### config.mk
export PLATFORM = sky130hd
export DESIGN_NAME = secded_codec_engine_flat
export DESIGN_NICKNAME = d
export VERILOG_FILES = /design/src/rtl/secded_codec_engine_if.sv /design/src/rtl/secded_codec_engine.sv /design/src/flat_wrapper.sv
export SDC_FILE = /design/constraint.sdc
export NUM_CORES = 1
export LEC_CHECK = 0
export CAP_MARGIN = 5
export CORE_MARGIN = 2
export CORE_UTILIZATION = 58
export DETAILED_ROUTE_END_ITERATION = 7
export PLACE_DENSITY = 0.85
export SYNTH_ARGS = -nofsm -noshare
export SYNTH_HDL_FRONTEND = slang
export SYNTH_SLANG_ARGS = --single-unit
### constraint.sdc
create_clock -name clk -period 3.4 [get_ports clk]
set_input_delay 0.85 -clock clk [delete_from_list [all_inputs] [get_ports clk]]
set_output_delay 0.85 -clock clk [all_outputs]
set_load 0.02 [all_outputs]
### src/rtl/secded_codec_engine_if.sv
// Memory-side bus of the SECDED codec engine: one combinational read port
// and one synchronous write port onto dat_mem.
interface secded_codec_engine_if #(
  parameter int unsigned W  = 8,
  parameter int unsigned AW = 8
);
  logic [AW-1:0] raddr;
  logic [W-1:0]  data_out;
  logic [AW-1:0] waddr;
  logic [W-1:0]  data_in;
  logic          write_en;

  // Engine side drives addresses and write data
  modport master (
    output raddr,
    output waddr,
    output data_in,
    output write_en,
    input  data_out
  );

  // Memory side returns read data
  modport slave (
    input  raddr,
    input  waddr,
    input  data_in,
    input  write_en,
    output data_out
  );
endinterface

### src/rtl/secded_codec_engine.sv
// Memory-to-memory Hamming(16,11) SECDED engine. Walks MSG_COUNT two-byte
// records from SRC_BASE and writes two-byte results to DST_BASE, either
// encoding 11 data bits or decoding/correcting a 16-bit codeword.
// Optional: define SECDED_ERR_COUNT_EN to enable the saturating
// err_single / err_double counters (otherwise both read as zero).
module secded_codec_engine #(
  parameter int unsigned W          = 8,
  parameter int unsigned BYTE_COUNT = 256,
  parameter int unsigned MSG_COUNT  = 15,
  parameter int unsigned SRC_BASE   = 0,
  parameter int unsigned DST_BASE   = 30
) (
  input  logic                   clk,
  input  logic                   init,
  input  logic                   mode,
  secded_codec_engine_if.master  mem_if,
  output logic                   done,
  output logic [7:0]             err_single,
  output logic [7:0]             err_double
);

  localparam int unsigned AW = $clog2(BYTE_COUNT);
  localparam int unsigned IW = (MSG_COUNT > 1) ? $clog2(MSG_COUNT) : 1;
  localparam logic [IW-1:0] LAST_IDX = IW'(MSG_COUNT - 1);

  typedef enum logic [2:0] {
    S_LOAD_LO,
    S_LOAD_HI,
    S_COMPUTE,
    S_STORE_LO,
    S_STORE_HI,
    S_DONE
  } state_t;

  localparam state_t RESET_STATE = (MSG_COUNT == 0) ? S_DONE : S_LOAD_LO;

  state_t        r_state;
  logic [IW-1:0] r_idx;
  logic [AW-1:0] r_off;       // 2*i, modulo memory depth
  logic [W-1:0]  r_lo;
  logic [W-1:0]  r_hi;
  logic [7:0]    r_res_hi;
  logic          r_mode;
  logic          r_done;
  logic          r_we;
  logic [AW-1:0] r_waddr;
  logic [W-1:0]  r_wdata;

  logic [AW-1:0]  w_src_addr;
  logic [AW-1:0]  w_dst_addr;
  logic [10:0]    w_d;
  logic [15:0]    w_enc_np;
  logic [15:0]    w_enc;
  logic [2*W-1:0] w_code;
  logic [3:0]     w_syn;
  logic           w_gpar;
  logic [15:0]    w_fix;
  logic [1:0]     w_status;
  logic [15:0]    w_dec;
  logic [15:0]    w_result;

  // Record addresses for the current message index
  assign w_src_addr = AW'(SRC_BASE) + r_off;
  assign w_dst_addr = AW'(DST_BASE) + r_off;

  // Read address follows the state so data_out is valid within the load cycle
  assign mem_if.raddr    = (r_state == S_LOAD_HI) ? w_src_addr + AW'(1) : w_src_addr;
  assign mem_if.waddr    = r_waddr;
  assign mem_if.data_in  = r_wdata;
  assign mem_if.write_en = r_we;
  assign done            = r_done;

  // Encoder: data bits at non-power-of-two positions, parity over covered bits
  assign w_d      = {r_hi[2:0], r_lo};
  assign w_enc_np = {w_d[10:4],
                     ^{w_d[10], w_d[9], w_d[8], w_d[7], w_d[6], w_d[5], w_d[4]},
                     w_d[3:1],
                     ^{w_d[10], w_d[9], w_d[8], w_d[7], w_d[3], w_d[2], w_d[1]},
                     w_d[0],
                     ^{w_d[10], w_d[9], w_d[6], w_d[5], w_d[3], w_d[2], w_d[0]},
                     ^{w_d[10], w_d[8], w_d[6], w_d[4], w_d[3], w_d[1], w_d[0]},
                     1'b0};
  assign w_enc    = {w_enc_np[15:1], ^w_enc_np[15:1]};

  // Decoder: syndrome is the XOR of the indices of all set bits
  assign w_code = {r_hi, r_lo};
  assign w_gpar = ^w_code;

  always_comb begin
    w_syn = 4'd0;
    for (int j = 1; j < 16; j++) begin
      if (w_code[j]) w_syn = w_syn ^ 4'(j);
    end
  end

  // Overall parity decides single (correctable) versus double error
  always_comb begin
    w_fix    = w_code;
    w_status = 2'b00;
    if (w_gpar) begin
      w_fix    = w_code ^ (16'(1) << w_syn);
      w_status = 2'b01;
    end else if (w_syn != 4'd0) begin
      w_status = 2'b10;
    end
  end

  assign w_dec    = {w_status, 3'b000, w_fix[15:13], w_fix[12:9], w_fix[7:5], w_fix[3]};
  assign w_result = r_mode ? w_dec : w_enc;

  // Record sequencer with registered memory-write outputs
  always_ff @(posedge clk or posedge init) begin
    if (init) begin
      r_state  <= RESET_STATE;
      r_idx    <= '0;
      r_off    <= '0;
      r_lo     <= '0;
      r_hi     <= '0;
      r_res_hi <= '0;
      r_mode   <= 1'b0;
      r_done   <= (MSG_COUNT == 0);
      r_we     <= 1'b0;
      r_waddr  <= '0;
      r_wdata  <= '0;
    end else begin
      case (r_state)
        S_LOAD_LO: begin
          r_lo <= mem_if.data_out;
          if (r_idx == '0) r_mode <= mode;
          r_state <= S_LOAD_HI;
        end
        S_LOAD_HI: begin
          r_hi    <= mem_if.data_out;
          r_state <= S_COMPUTE;
        end
        S_COMPUTE: begin
          r_res_hi <= w_result[15:8];
          r_wdata  <= w_result[7:0];
          r_waddr  <= w_dst_addr;
          r_we     <= 1'b1;
          r_state  <= S_STORE_LO;
        end
        S_STORE_LO: begin
          r_wdata <= r_res_hi;
          r_waddr <= w_dst_addr + AW'(1);
          r_state <= S_STORE_HI;
        end
        S_STORE_HI: begin
          r_we <= 1'b0;
          if (r_idx == LAST_IDX) begin
            r_done  <= 1'b1;
            r_state <= S_DONE;
          end else begin
            r_idx   <= r_idx + IW'(1);
            r_off   <= r_off + AW'(2);
            r_state <= S_LOAD_LO;
          end
        end
        default: begin
          r_state <= S_DONE;
        end
      endcase
    end
  end

`ifdef SECDED_ERR_COUNT_EN
  logic [7:0] r_err_single;
  logic [7:0] r_err_double;

  // Saturating error counters, updated when a decoded result is registered
  always_ff @(posedge clk or posedge init) begin
    if (init) begin
      r_err_single <= 8'd0;
      r_err_double <= 8'd0;
    end else if ((r_state == S_COMPUTE) && r_mode) begin
      if ((w_status == 2'b01) && (r_err_single != 8'hFF)) r_err_single <= r_err_single + 8'd1;
      if ((w_status == 2'b10) && (r_err_double != 8'hFF)) r_err_double <= r_err_double + 8'd1;
    end
  end

  assign err_single = r_err_single;
  assign err_double = r_err_double;
`else
  assign err_single = 8'd0;
  assign err_double = 8'd0;
`endif

endmodule

### src/flat_wrapper.sv
// flat-port wrapper written by rule: the top's interface ports become plain ports
module secded_codec_engine_flat 
#(
  parameter int unsigned W          = 8,
  parameter int unsigned BYTE_COUNT = 256,
  parameter int unsigned MSG_COUNT  = 15,
  parameter int unsigned SRC_BASE   = 0,
  parameter int unsigned DST_BASE   = 30
)
  (clk, init, mode, done, err_single, err_double, mem_if_raddr, mem_if_waddr, mem_if_data_in, mem_if_write_en, mem_if_data_out);
  secded_codec_engine_if #(.W(W), .AW(8)) mem_if_i ();
  input  logic clk;
  input  logic init;
  input  logic mode;
  output logic done;
  output logic [7:0] err_single;
  output logic [7:0] err_double;
  output wire logic [$bits(mem_if_i.raddr)-1:0] mem_if_raddr;
  output wire logic [$bits(mem_if_i.waddr)-1:0] mem_if_waddr;
  output wire logic [$bits(mem_if_i.data_in)-1:0] mem_if_data_in;
  output wire logic [$bits(mem_if_i.write_en)-1:0] mem_if_write_en;
  input wire logic [$bits(mem_if_i.data_out)-1:0] mem_if_data_out;
  assign mem_if_raddr = mem_if_i.raddr;
  assign mem_if_waddr = mem_if_i.waddr;
  assign mem_if_data_in = mem_if_i.data_in;
  assign mem_if_write_en = mem_if_i.write_en;
  assign mem_if_i.data_out = mem_if_data_out;
  secded_codec_engine #(.W(W), .BYTE_COUNT(BYTE_COUNT), .MSG_COUNT(MSG_COUNT), .SRC_BASE(SRC_BASE), .DST_BASE(DST_BASE)) u_core (.clk(clk), .init(init), .mode(mode), .mem_if(mem_if_i), .done(done), .err_single(err_single), .err_double(err_double));
endmodule
==> run metrics <==
fmax=331.9 MHz; crit path DAT=2.16 ns; clock latency on the worst-skew pair=0.35 ns; Clock Path Buffers=2; main flop type after synthesis=dfrtp_1; final worst-path cycle share=0.8862; CP top delay family=buffers and inverters; DIE WIDTH=80.38 um; synth top area cells=dfrtp_1, xnor2_1, xor2_1, mux2_2, buf_4; Detail Route Antenna Nets=0; worst setup path class=reg2out; syn avg cell area=10.25 sq um; Fillers=417; Max Cap Violations=0; Critical Path Source=u_core.r_state[0]; post-synth top area share=0.4216; sequential share of the synthesized area=0.4216; clk slew on worst S/H paths=0.08 ns; area delta synth->final=16.79%; WL met3=418 um; WP data required=2.55 ns; die area=0.006460 sq mm; post-synth cell types=45; Total Neg Setup Slack=0 ns; mapped cell area=0.003383 sq mm; Resized cells post-CTS=0; CP startpoint kind=register; DR iter-0 viols=222; Peak VDD IR=321.1 uV; Starting Density=0.6070; EDFF count, synth=0; largest net degree at the start of global routing=22; Top Layer Used=met4; Fin. Hold Viols=0; DP HPWL=between 5000 and 6000 um; Lkg Pwr=1.684 nW; Power Total=0.001836 W; Root Buffer=clkbuf_8; skew final=0.01142 ns; core footprint=0.005574 sq mm; routed wl met2=about 3600 um; # rows=27; DRC Markers=0; flops & latches, synth=57; worst setup margin=0.3868 ns; max incr delay on CP=0.66 ns; max-slew violations=0; pre-CTS WS=0.8150 ns; final setup vio count=0; yosys warns=0; PwrDens=464.7 mW/mm^2; Total GRT Usage=0.2564; met1 WL=approximately 3200 um; area of the multi-input gates=between 0.0015 and 0.002 sq mm; Mapped Cells=330; CP Cell Sequence=inv_1 > nor3_2 > clkdlybuf4s50_1; clk sink count=57; Slew @ Worst Pin=0.7137 ns; CTS Hold Bufs=0; outcome=finished clean; worst min-delay path category=reg2reg; first-pass GRT wire length=12260 um; Storage cell area=0.001426 sq mm; routed via count=2552; routed vias/inst=between 5 and 6; crit path max-delay cell type=clkdlybuf4s50_1; Avg WL per Cell=16.47 um; synth cell count leaders=dfrtp_1, xnor2_1, nand2_1, xor2_1, o21ai_0; Antenna Cells=0; GRT overflow=0; postcts setup bufs=0; fin util=0.7089; nets@finish=approximately 380; I/O Buffers=36; share of synthesized registers carrying an async set or reset=1.000; drt total wl=about 7300 um; TritonCTS clock tree=done; crit path buf inv count=2; largest area contributor in the netlist=dfrtp_1; minimum clock period=3.013 ns; IO Count=53; gpl congestion=0.8833; DRT Pass-1 Iters=4; count leader, synth=dfrtp_1; Worst setup EP type=output port; RSZ-0062 raised after global routing=no; CTS H-tree lvls=3; DIE HEIGHT=80.38 um; vias in the first global route=2425; hold path start=u_core.done; Max FO, Critical Path=16; R2R Path Start=u_core.r_hi[0]; max_slew headroom=0.5208; Num CTS Buffers=9; antenna violations before repair=0; layout cell share with drive strength beyond 1=0.1371
-- power by group --
part	internal [W]	leakage, nW	switching (W)
logic	0.000175	0.905	0.000238
clock network	0.000344	0.0925	0.000312
registers	0.000720	0.687	0.0000460
total	0.00124	1.68	0.000597
-- final cells by class --
cell class,instances,share of cell area
multi-input cells,251,0.4576
flip-flops and latches,57,0.3610
repair buffers,41,0.1007
clock buffers,9,0.03135
well taps,72,0.02280
clock inverters,7,0.01995
inverters,7,0.006650
-- worst reg2reg max path: stages (launching register included) --
cell and delay [ns]:
dfrtp_1 0.41, xnor3_2 0.53, xnor2_1 0.27, nor4_1 0.51
o22ai_1 0.17, xor2_1 0.18, a41oi_1 0.25
-- path summary, 6_finish.rpt --
| path | slack [ns] | cells after the start | endpoint |
|---|---|---|---|
| worst min register to register | 0.48 | 1 | u_core.done |
| worst max-delay path | 0.39 | 3 | mem_if_raddr[0] |
| worst max register to register | 0.98 | 6 | u_core.mem_if.data_in[2] |
| max in group asynchronous | 1.95 | 3 | u_core.r_res_hi[2] |
| min in group asynchronous | 0.81 | 2 | u_core.r_lo[6] |
| worst min-delay path | 0.48 | 1 | u_core.done |
-- per-layer routing --
metal  GRT usage  vias to the layer above
met5           0                        -
met4     0.09322                        0
met3     0.06067                        6
met2      0.3958                      102
met1      0.3536                     1245
li1            -                     1199
-- registers in the layout, indices dropped and copies added (netlist names) --
register,cells
u_core.r_idx,4
u_core.mem_if.data_in,8
u_core.r_off,7
u_core.r_state,3
u_core.r_res_hi,8
u_core.r_mode,1
u_core.mem_if.waddr,8
u_core.mem_if.write_en,1
u_core.r_lo,8
u_core.done,1
u_core.r_hi,8
-- through the flow --
stage,area (sq um),instances,hold slack [ns]
detailed placement,3749,428,0.4616
CTS,3951,444,0.4799
global placement,3749,428,0.4557
global route,3951,444,0.5085
floorplan,3440,345,0.4415
finish,3951,444,0.4796
-- cell usage in the layout (no fill, tap or decap), types with 6 or more instances in the layout --
| cell type | netlist | final |
|---|---|---|
| a21oi_1 | 14 | 14 |
| and3_1 | 6 | 6 |
| clkbuf_8 | 0 | 9 |
| clkdlybuf4s50_1 | 0 | 36 |
| conb_1 | 1 | 16 |
| dfrtp_1 | 57 | 57 |
| inv_1 | 7 | 6 |
| mux2_2 | 17 | 17 |
| nand2_1 | 25 | 25 |
| nor2_1 | 14 | 14 |
| nor3_1 | 13 | 13 |
| o21ai_0 | 19 | 19 |
| o22ai_1 | 13 | 13 |
| xnor2_1 | 33 | 33 |
| xor2_1 | 25 | 25 |
-- cells by family (layout without fill, tap and decap cells) --
| group | Yosys count | after routing | share of synthesized area |
|---|---|---|---|
| other | 1 | 16 | 0.001108 |
| DFF | 57 | 57 | 0.4216 |
| muxes | 19 | 19 | 0.06250 |
| buffers and inverters | 37 | 64 | 0.06065 |
| xor gates and xnor gates | 64 | 64 | 0.1871 |
| AOI/OAI and AO/OA | 63 | 63 | 0.1143 |
| and+or+nand+nor | 84 | 84 | 0.1342 |
| adders and majority gates | 5 | 5 | 0.01849 |
Power figures use the tool's default switching activity.
